===== config.mk =====
export PLATFORM = sky130hd
export DESIGN_NAME = fp32_matrix_flat_streamer_flat
export DESIGN_NICKNAME = d
export VERILOG_FILES = /design/src/rtl/fp32_mat_pkg.sv /design/src/rtl/fp32_matrix_flat_streamer_if.sv /design/src/rtl/fp32_mat_rc_counter.sv /design/src/rtl/fp32_matrix_flat_streamer.sv /design/src/flat_wrapper.sv
export SDC_FILE = /design/constraint.sdc
export NUM_CORES = 1
export LEC_CHECK = 0
export CORE_MARGIN = 10
export CORE_UTILIZATION = 54
export CTS_CLUSTER_SIZE = 28
export DETAILED_ROUTE_END_ITERATION = 16
export GPL_TIMING_DRIVEN = 0
export PLACE_DENSITY_LB_ADDON = 0.12
export SYNTH_ARGS = -nofsm -noshare
export SYNTH_HDL_FRONTEND = slang
export SYNTH_HIERARCHICAL = 1
export SYNTH_SLANG_ARGS = --single-unit

===== constraint.sdc =====
create_clock -name clk -period 5.9 [get_ports clk]
set_input_delay 0.885 -clock clk [delete_from_list [all_inputs] [get_ports clk]]
set_output_delay 0.885 -clock clk [all_outputs]
set_load 0.01 [all_outputs]

===== src/rtl/fp32_mat_pkg.sv =====
// rtl/fp32_mat_pkg.sv - shared widths, width helper and streamer FSM states for the fp32 matrix blocks
package fp32_mat_pkg;

  localparam int DATA_W_DEF = 32;

  typedef enum logic [1:0] {
    ST_IDLE,
    ST_STREAM,
    ST_FIN
  } stream_state_t;

  // Tag fields never collapse to zero width, so 1x1 matrices still elaborate.
  function automatic int safe_clog2(input int n);
    return (n <= 1) ? 1 : $clog2(n);
  endfunction

endpackage


===== src/rtl/fp32_matrix_flat_streamer_if.sv =====
// rtl/fp32_matrix_flat_streamer_if.sv - tagged element stream between the flat-matrix streamer and its consumers
interface fp32_matrix_flat_streamer_if
  import fp32_mat_pkg::*;
#(
  parameter int ROWS   = 4,
  parameter int COLS   = 4,
  parameter int DATA_W = DATA_W_DEF
);
  localparam int N  = ROWS * COLS;
  localparam int RW = safe_clog2(ROWS);
  localparam int CW = safe_clog2(COLS);
  localparam int IW = safe_clog2(N);

  logic              m_valid;
  logic              m_ready;
  logic [DATA_W-1:0] m_data;
  logic [RW-1:0]     m_r;
  logic [CW-1:0]     m_c;
  logic [IW-1:0]     m_idx;
  logic              m_last_col;
  logic              m_last;

  modport master (
    output m_valid, m_data, m_r, m_c, m_idx, m_last_col, m_last,
    input  m_ready
  );

  modport slave (
    input  m_valid, m_data, m_r, m_c, m_idx, m_last_col, m_last,
    output m_ready
  );

endinterface


===== src/rtl/fp32_mat_rc_counter.sv =====
// rtl/fp32_mat_rc_counter.sv - row/column/linear-index walker over a ROWS x COLS matrix
module fp32_mat_rc_counter
  import fp32_mat_pkg::*;
#(
  parameter int ROWS = 4,
  parameter int COLS = 4,
  localparam int N  = ROWS * COLS,
  localparam int RW = safe_clog2(ROWS),
  localparam int CW = safe_clog2(COLS),
  localparam int IW = safe_clog2(N)
) (
  input  logic          clk,
  input  logic          rst,
  input  logic          clr,
  input  logic          en,
  output logic [RW-1:0] r,
  output logic [CW-1:0] c,
  output logic [IW-1:0] idx,
  output logic          last_col,
  output logic          last
);
  localparam logic [CW-1:0] C_MAX = CW'(COLS - 1);
  localparam logic [IW-1:0] I_MAX = IW'(N - 1);

  assign last_col = (c == C_MAX);
  assign last     = (idx == I_MAX);

  // Stepping past the final element wraps everything back to the origin.
  always_ff @(posedge clk) begin
    if (rst || clr) begin
      r   <= '0;
      c   <= '0;
      idx <= '0;
    end else if (en) begin
      if (last) begin
        r   <= '0;
        c   <= '0;
        idx <= '0;
      end else begin
        idx <= idx + IW'(1);
        if (last_col) begin
          c <= '0;
          r <= r + RW'(1);
        end else begin
          c <= c + CW'(1);
        end
      end
    end
  end

endmodule


===== src/rtl/fp32_matrix_flat_streamer.sv =====
// rtl/fp32_matrix_flat_streamer.sv - streams a row-major flat fp32 matrix one tagged element per beat
module fp32_matrix_flat_streamer
  import fp32_mat_pkg::*;
#(
  parameter int ROWS     = 4,
  parameter int COLS     = 4,
  parameter int DATA_W   = DATA_W_DEF,
  parameter int SNAPSHOT = 1
) (
  input  logic                        clk,
  input  logic                        rst,
  input  logic                        load,
  input  logic [DATA_W*ROWS*COLS-1:0] in_flat,
  output logic                        busy,
  output logic                        done,
  fp32_matrix_flat_streamer_if.master m
);
  localparam int N  = ROWS * COLS;
  localparam int FW = DATA_W * N;
  localparam int RW = safe_clog2(ROWS);
  localparam int CW = safe_clog2(COLS);
  localparam int IW = safe_clog2(N);

  stream_state_t     state;
  logic              valid_q;
  logic [DATA_W-1:0] data_q;
  logic [FW-1:0]     src_flat;
  logic [RW-1:0]     cnt_r;
  logic [CW-1:0]     cnt_c;
  logic [IW-1:0]     cnt_idx;
  logic              cnt_last_col;
  logic              cnt_last;
  logic              accept;
  logic              fire;
  int                nxt_idx;

  assign accept = (state == ST_IDLE) && load;
  assign fire   = valid_q && m.m_ready;

  generate
    if (SNAPSHOT != 0) begin : g_snap
      logic [FW-1:0] snap_q;
      always_ff @(posedge clk) begin
        if (rst) begin
          snap_q <= '0;
        end else if (accept) begin
          snap_q <= in_flat;
        end
      end
      assign src_flat = snap_q;
    end else begin : g_live
      assign src_flat = in_flat;
    end
  endgenerate

  fp32_mat_rc_counter #(
    .ROWS (ROWS),
    .COLS (COLS)
  ) u_rc (
    .clk      (clk),
    .rst      (rst),
    .clr      (accept),
    .en       (fire),
    .r        (cnt_r),
    .c        (cnt_c),
    .idx      (cnt_idx),
    .last_col (cnt_last_col),
    .last     (cnt_last)
  );

  // Clamp on the final beat so the element select never leaves the bus.
  always_comb begin
    nxt_idx = 0;
    if (!cnt_last) begin
      nxt_idx = int'(cnt_idx) + 1;
    end
  end

  // Element 0 comes straight off in_flat because the snapshot only lands this same edge.
  always_ff @(posedge clk) begin
    if (rst) begin
      state   <= ST_IDLE;
      busy    <= 1'b0;
      done    <= 1'b0;
      valid_q <= 1'b0;
      data_q  <= '0;
    end else begin
      done <= 1'b0;
      case (state)
        ST_IDLE: begin
          if (load) begin
            state   <= ST_STREAM;
            busy    <= 1'b1;
            valid_q <= 1'b1;
            data_q  <= in_flat[DATA_W-1:0];
          end
        end
        ST_STREAM: begin
          if (fire) begin
            if (cnt_last) begin
              state   <= ST_FIN;
              valid_q <= 1'b0;
              busy    <= 1'b0;
              done    <= 1'b1;
            end else begin
              data_q <= src_flat[DATA_W*nxt_idx +: DATA_W];
            end
          end
        end
        ST_FIN: begin
          state <= ST_IDLE;
        end
        default: begin
          state <= ST_IDLE;
        end
      endcase
    end
  end

  // Tags sit at zero outside a transfer, so gating the flags with valid keeps idle outputs clear.
  assign m.m_valid    = valid_q;
  assign m.m_data     = data_q;
  assign m.m_r        = cnt_r;
  assign m.m_c        = cnt_c;
  assign m.m_idx      = cnt_idx;
  assign m.m_last_col = valid_q && cnt_last_col;
  assign m.m_last     = valid_q && cnt_last;

endmodule


===== src/flat_wrapper.sv =====
// flat-port wrapper written by rule: the top's interface ports become plain ports
module fp32_matrix_flat_streamer_flat import fp32_mat_pkg::*;
#(
  parameter int ROWS     = 4,
  parameter int COLS     = 4,
  parameter int DATA_W   = DATA_W_DEF,
  parameter int SNAPSHOT = 1
)
  (clk, rst, load, in_flat, busy, done, m_m_valid, m_m_data, m_m_r, m_m_c, m_m_idx, m_m_last_col, m_m_last, m_m_ready);
  fp32_matrix_flat_streamer_if #(.ROWS(ROWS), .COLS(COLS), .DATA_W(DATA_W)) m_i ();
  input  logic clk;
  input  logic rst;
  input  logic load;
  input  logic [DATA_W*ROWS*COLS-1:0] in_flat;
  output logic busy;
  output logic done;
  output wire logic [$bits(m_i.m_valid)-1:0] m_m_valid;
  output wire logic [$bits(m_i.m_data)-1:0] m_m_data;
  output wire logic [$bits(m_i.m_r)-1:0] m_m_r;
  output wire logic [$bits(m_i.m_c)-1:0] m_m_c;
  output wire logic [$bits(m_i.m_idx)-1:0] m_m_idx;
  output wire logic [$bits(m_i.m_last_col)-1:0] m_m_last_col;
  output wire logic [$bits(m_i.m_last)-1:0] m_m_last;
  input wire logic [$bits(m_i.m_ready)-1:0] m_m_ready;
  assign m_m_valid = m_i.m_valid;
  assign m_m_data = m_i.m_data;
  assign m_m_r = m_i.m_r;
  assign m_m_c = m_i.m_c;
  assign m_m_idx = m_i.m_idx;
  assign m_m_last_col = m_i.m_last_col;
  assign m_m_last = m_i.m_last;
  assign m_i.m_ready = m_m_ready;
  fp32_matrix_flat_streamer #(.ROWS(ROWS), .COLS(COLS), .DATA_W(DATA_W), .SNAPSHOT(SNAPSHOT)) u_core (.clk(clk), .rst(rst), .load(load), .in_flat(in_flat), .busy(busy), .done(done), .m(m_i));
endmodule

==> results.sh <==
export IMPL_status="completed"
export IMPL_worstReg2RegStart="u_core/u_rc/idx[1]"
export IMPL_grt_first_pass_wirelength_um=157000
export IMPL_synthXorXnorAreaFrac=0.00139
export IMPL_fillerInstances=3475
export IMPL_reg2reg_depth=9
export IMPL_overflow=0
export IMPL_hold_start="u_core/g_snap.snap_q[368]"
export IMPL_power_mw=9.43
export IMPL_cts_resized=0
export IMPL_drtAntennaViolNets=0
export IMPL_hold_end="u_core/g_snap.snap_q[368]"
export IMPL_clockBufferDepth=3
export IMPL_syn_cell_area_mm2=0.0242
export IMPL_path_class="reg2out"
export IMPL_worst_pin_slew_ps=1260
export IMPL_period_needed_ps=4880
export IMPL_worstSetupEndpointType="output port"
export IMPL_hold_violations=0
export IMPL_yosys_area_share_simple=0.204
export IMPL_htreeDepth=2
export IMPL_synth_fa_ha_area_frac=0.00155
export IMPL_vias=26451
export IMPL_layout_commonest_cell="nand2_1"
export IMPL_synth_mux_area_fraction=0.0670
export IMPL_dp_hpwl_um=86500
export IMPL_synth_seq_cells=556
export IMPL_synth_compound_area_frac=0.214
export IMPL_cts_root_buf="clkbuf_16"
export IMPL_synth_edf_count=0
export IMPL_clk_pin_slew_ps=60
export IMPL_insertion_delay_ps=640
export IMPL_relSlewSlack=0.140
export IMPL_start_kind="register"
export IMPL_numCtsBuffers=55
export IMPL_finalCritPeriodShare=0.826
export IMPL_synthesis_nets=3606
export IMPL_synth_cell_types=51
export IMPL_totalWireLength_um=109000
export IMPL_leakage_nw=11.6
export IMPL_grt_usage=0.384
export IMPL_layout_nets=4223
export IMPL_initial_core_util=0.547
export IMPL_die_h_um=232
export IMPL_vias_per_cell=6.08
export IMPL_final_cell_mix="nand2_1 (1,127), clkdlybuf4s50_1 (560), dfxtp_1 (556)"
export IMPL_slew_viol_final=0
export IMPL_first_iter_violations=3769
export IMPL_antenna_found_initial=11
export IMPL_skew_ps=25.8
export IMPL_required_ps=5020
export IMPL_cts_tree="yes"
export IMPL_io_pins=561
export IMPL_port_buffers=560
export IMPL_drt_pass1_iter_count=9
export IMPL_dieArea_mm2=0.0538
export IMPL_synth_flop_cell="dfxtp_1"
export IMPL_holdPathStages=2
export IMPL_synth_avg_cell_area_um2=7.85
export IMPL_maxCapViolCount=0
export IMPL_rsz0062_at_grt="false"
export IMPL_seq_area_mm2=0.0111
export IMPL_hp_class="reg2reg"
export IMPL_place_congestion=1.01
export IMPL_reg2reg_slack_ps=2090
export IMPL_async_flop_share=0
export IMPL_setup_viol=0
export IMPL_core_rowCount=77
export IMPL_grt_max_degree=15
export IMPL_arrival_ps=3990
export IMPL_drive_gt1_frac=0.0584
export IMPL_die_w_um=232
export IMPL_yosys_warnings=6
export IMPL_yosysSeqAreaShare=0.459
export IMPL_clkSinkCount=556
export IMPL_first_global_vias=25545
export IMPL_multi_input_area_mm2=0.0118
export IMPL_r2r_end="u_core/m.m_data[21]"
export IMPL_drc=0
export IMPL_synth_top_family_by_area="compound AO/OA/AOI/OAI gates"
export IMPL_cp_max_fo=10
export IMPL_syn_inst=3087
export IMPL_area_growth_pct=34.2
export IMPL_wire_per_inst_um=25.1
export IMPL_p_per_area_mw_per_mm2=290
export IMPL_fin_tns_setup_ps=0
export IMPL_max_freq_ghz=0.205
export IMPL_hold_buffers=0
export IMPL_ir_drop_v=0.000204
export IMPL_core_area_mm2=0.0443
export IMPL_post_cts_buffers=0
## synth_stat cells, drive strengths merged (2+ instances only)
master | number | area, um^2
and2 | 3 | 18.8
or3 | 32 | 200
or2 | 4 | 25.0
nor2 | 40 | 158
a2111oi | 33 | 308
nand3 | 5 | 25.0
mux2 | 3 | 33.8
buf | 92 | 571
a21oi | 552 | 2760
nand2b | 5 | 31.3
a211o | 32 | 280
a2bb2oi | 62 | 543
a311o | 31 | 310
inv | 5 | 18.8
and3 | 3 | 18.8
ha | 3 | 37.5
a211oi | 2 | 15.0
a311oi | 62 | 693
nor2b | 2 | 12.5
o21ai | 4 | 20.0
xor2 | 2 | 17.5
mux2i | 159 | 1590
clkbuf | 188 | 706
o22ai | 31 | 194
dfxtp | 556 | 11100
nand2 | 1128 | 4240
a21o | 2 | 15.0
nor3 | 35 | 175
## sequential cells by signal (all words and copies together) (netlist names)
register and cells:
u_core/u_rc/idx 4, u_core/u_rc/c 2, u_core/g_snap.snap_q 512, u_core/done 1, u_core/m.m_data 32, u_core/u_rc/r 2, u_core/m.m_valid 1, u_core/state 2
## metrics by stage
stage	cells	worst slack (ps)	hold slack (ps)	cell area, um^2	utilization
floorplan	3087	3110	432	24200	-
global placement	4239	2000	439	30600	0.690
detailed placement	4239	1870	444	30600	0.690
CTS	4341	1200	453	32500	0.734
global route	4345	1000	470	32500	0.734
finish	4350	1020	453	32500	0.734
## kinds of logic after synthesis
kind of cell             Yosys count
AND/OR/NAND/NOR                 1262
AO/OA/AOI/OAI                    816
flip-flops                       556
buffers and inverters            285
multiplexers                     162
XOR/XNOR                           3
adder cells (fa/ha/maj)            3
## layout make-up
| cell class | instances | share of cell area |
|---|---|---|
| antenna | 9 | 0.000692 |
| multi-input combinational | 2246 | 0.363 |
| sequential | 556 | 0.342 |
| tap | 592 | 0.0228 |
| clock buffer | 82 | 0.0516 |
| inverter | 5 | 0.000577 |
| clock inverter | 20 | 0.00746 |
| buffer | 280 | 0.0392 |
| timing repair buffer | 560 | 0.172 |
## worst max-delay path by stage
stage | start | endpoint | cells after the start
2_1_floorplan | u_core/u_rc/idx[0] | m_m_last | 7
3_3_place_gp | u_core/u_rc/idx[0] | m_m_last | 8
3_5_place_dp | u_core/u_rc/idx[0] | m_m_last | 8
4_1_cts | u_core/u_rc/idx[1] | m_m_last | 8
5_1_grt | u_core/u_rc/idx[1] | m_m_last | 8
6_report | u_core/u_rc/idx[1] | m_m_last | 8
## worst max-delay path, cell delays in order (launching register included)
cell and delay (ps):
dfxtp_1 520, ha_1 310, nand3_1 230, inv_1 300
buf_4 270, clkbuf_1 460, buf_1 520, and2_1 210
clkdlybuf4s50_1 540
## power by group
part	switching (mW)	total (mW)	internal, mW	leakage, nW
Combinational	0.892	1.58	0.690	6.03
Clock	1.54	3.72	2.18	0.958
Sequential	0.139	4.13	3.99	4.57
Total	2.57	9.43	6.86	11.6
## metal layers
metal / global-route usage / vias up / part of all wire
li1: - / 11797 / -
met1: 0.471 / 12433 / 0.37
met2: 0.618 / 1890 / 0.46
met3: 0.105 / 323 / 0.13
met4: 0.178 / 8 / 0.049
met5: 0 / - / 0.00052
Power figures use the tool's default switching activity.
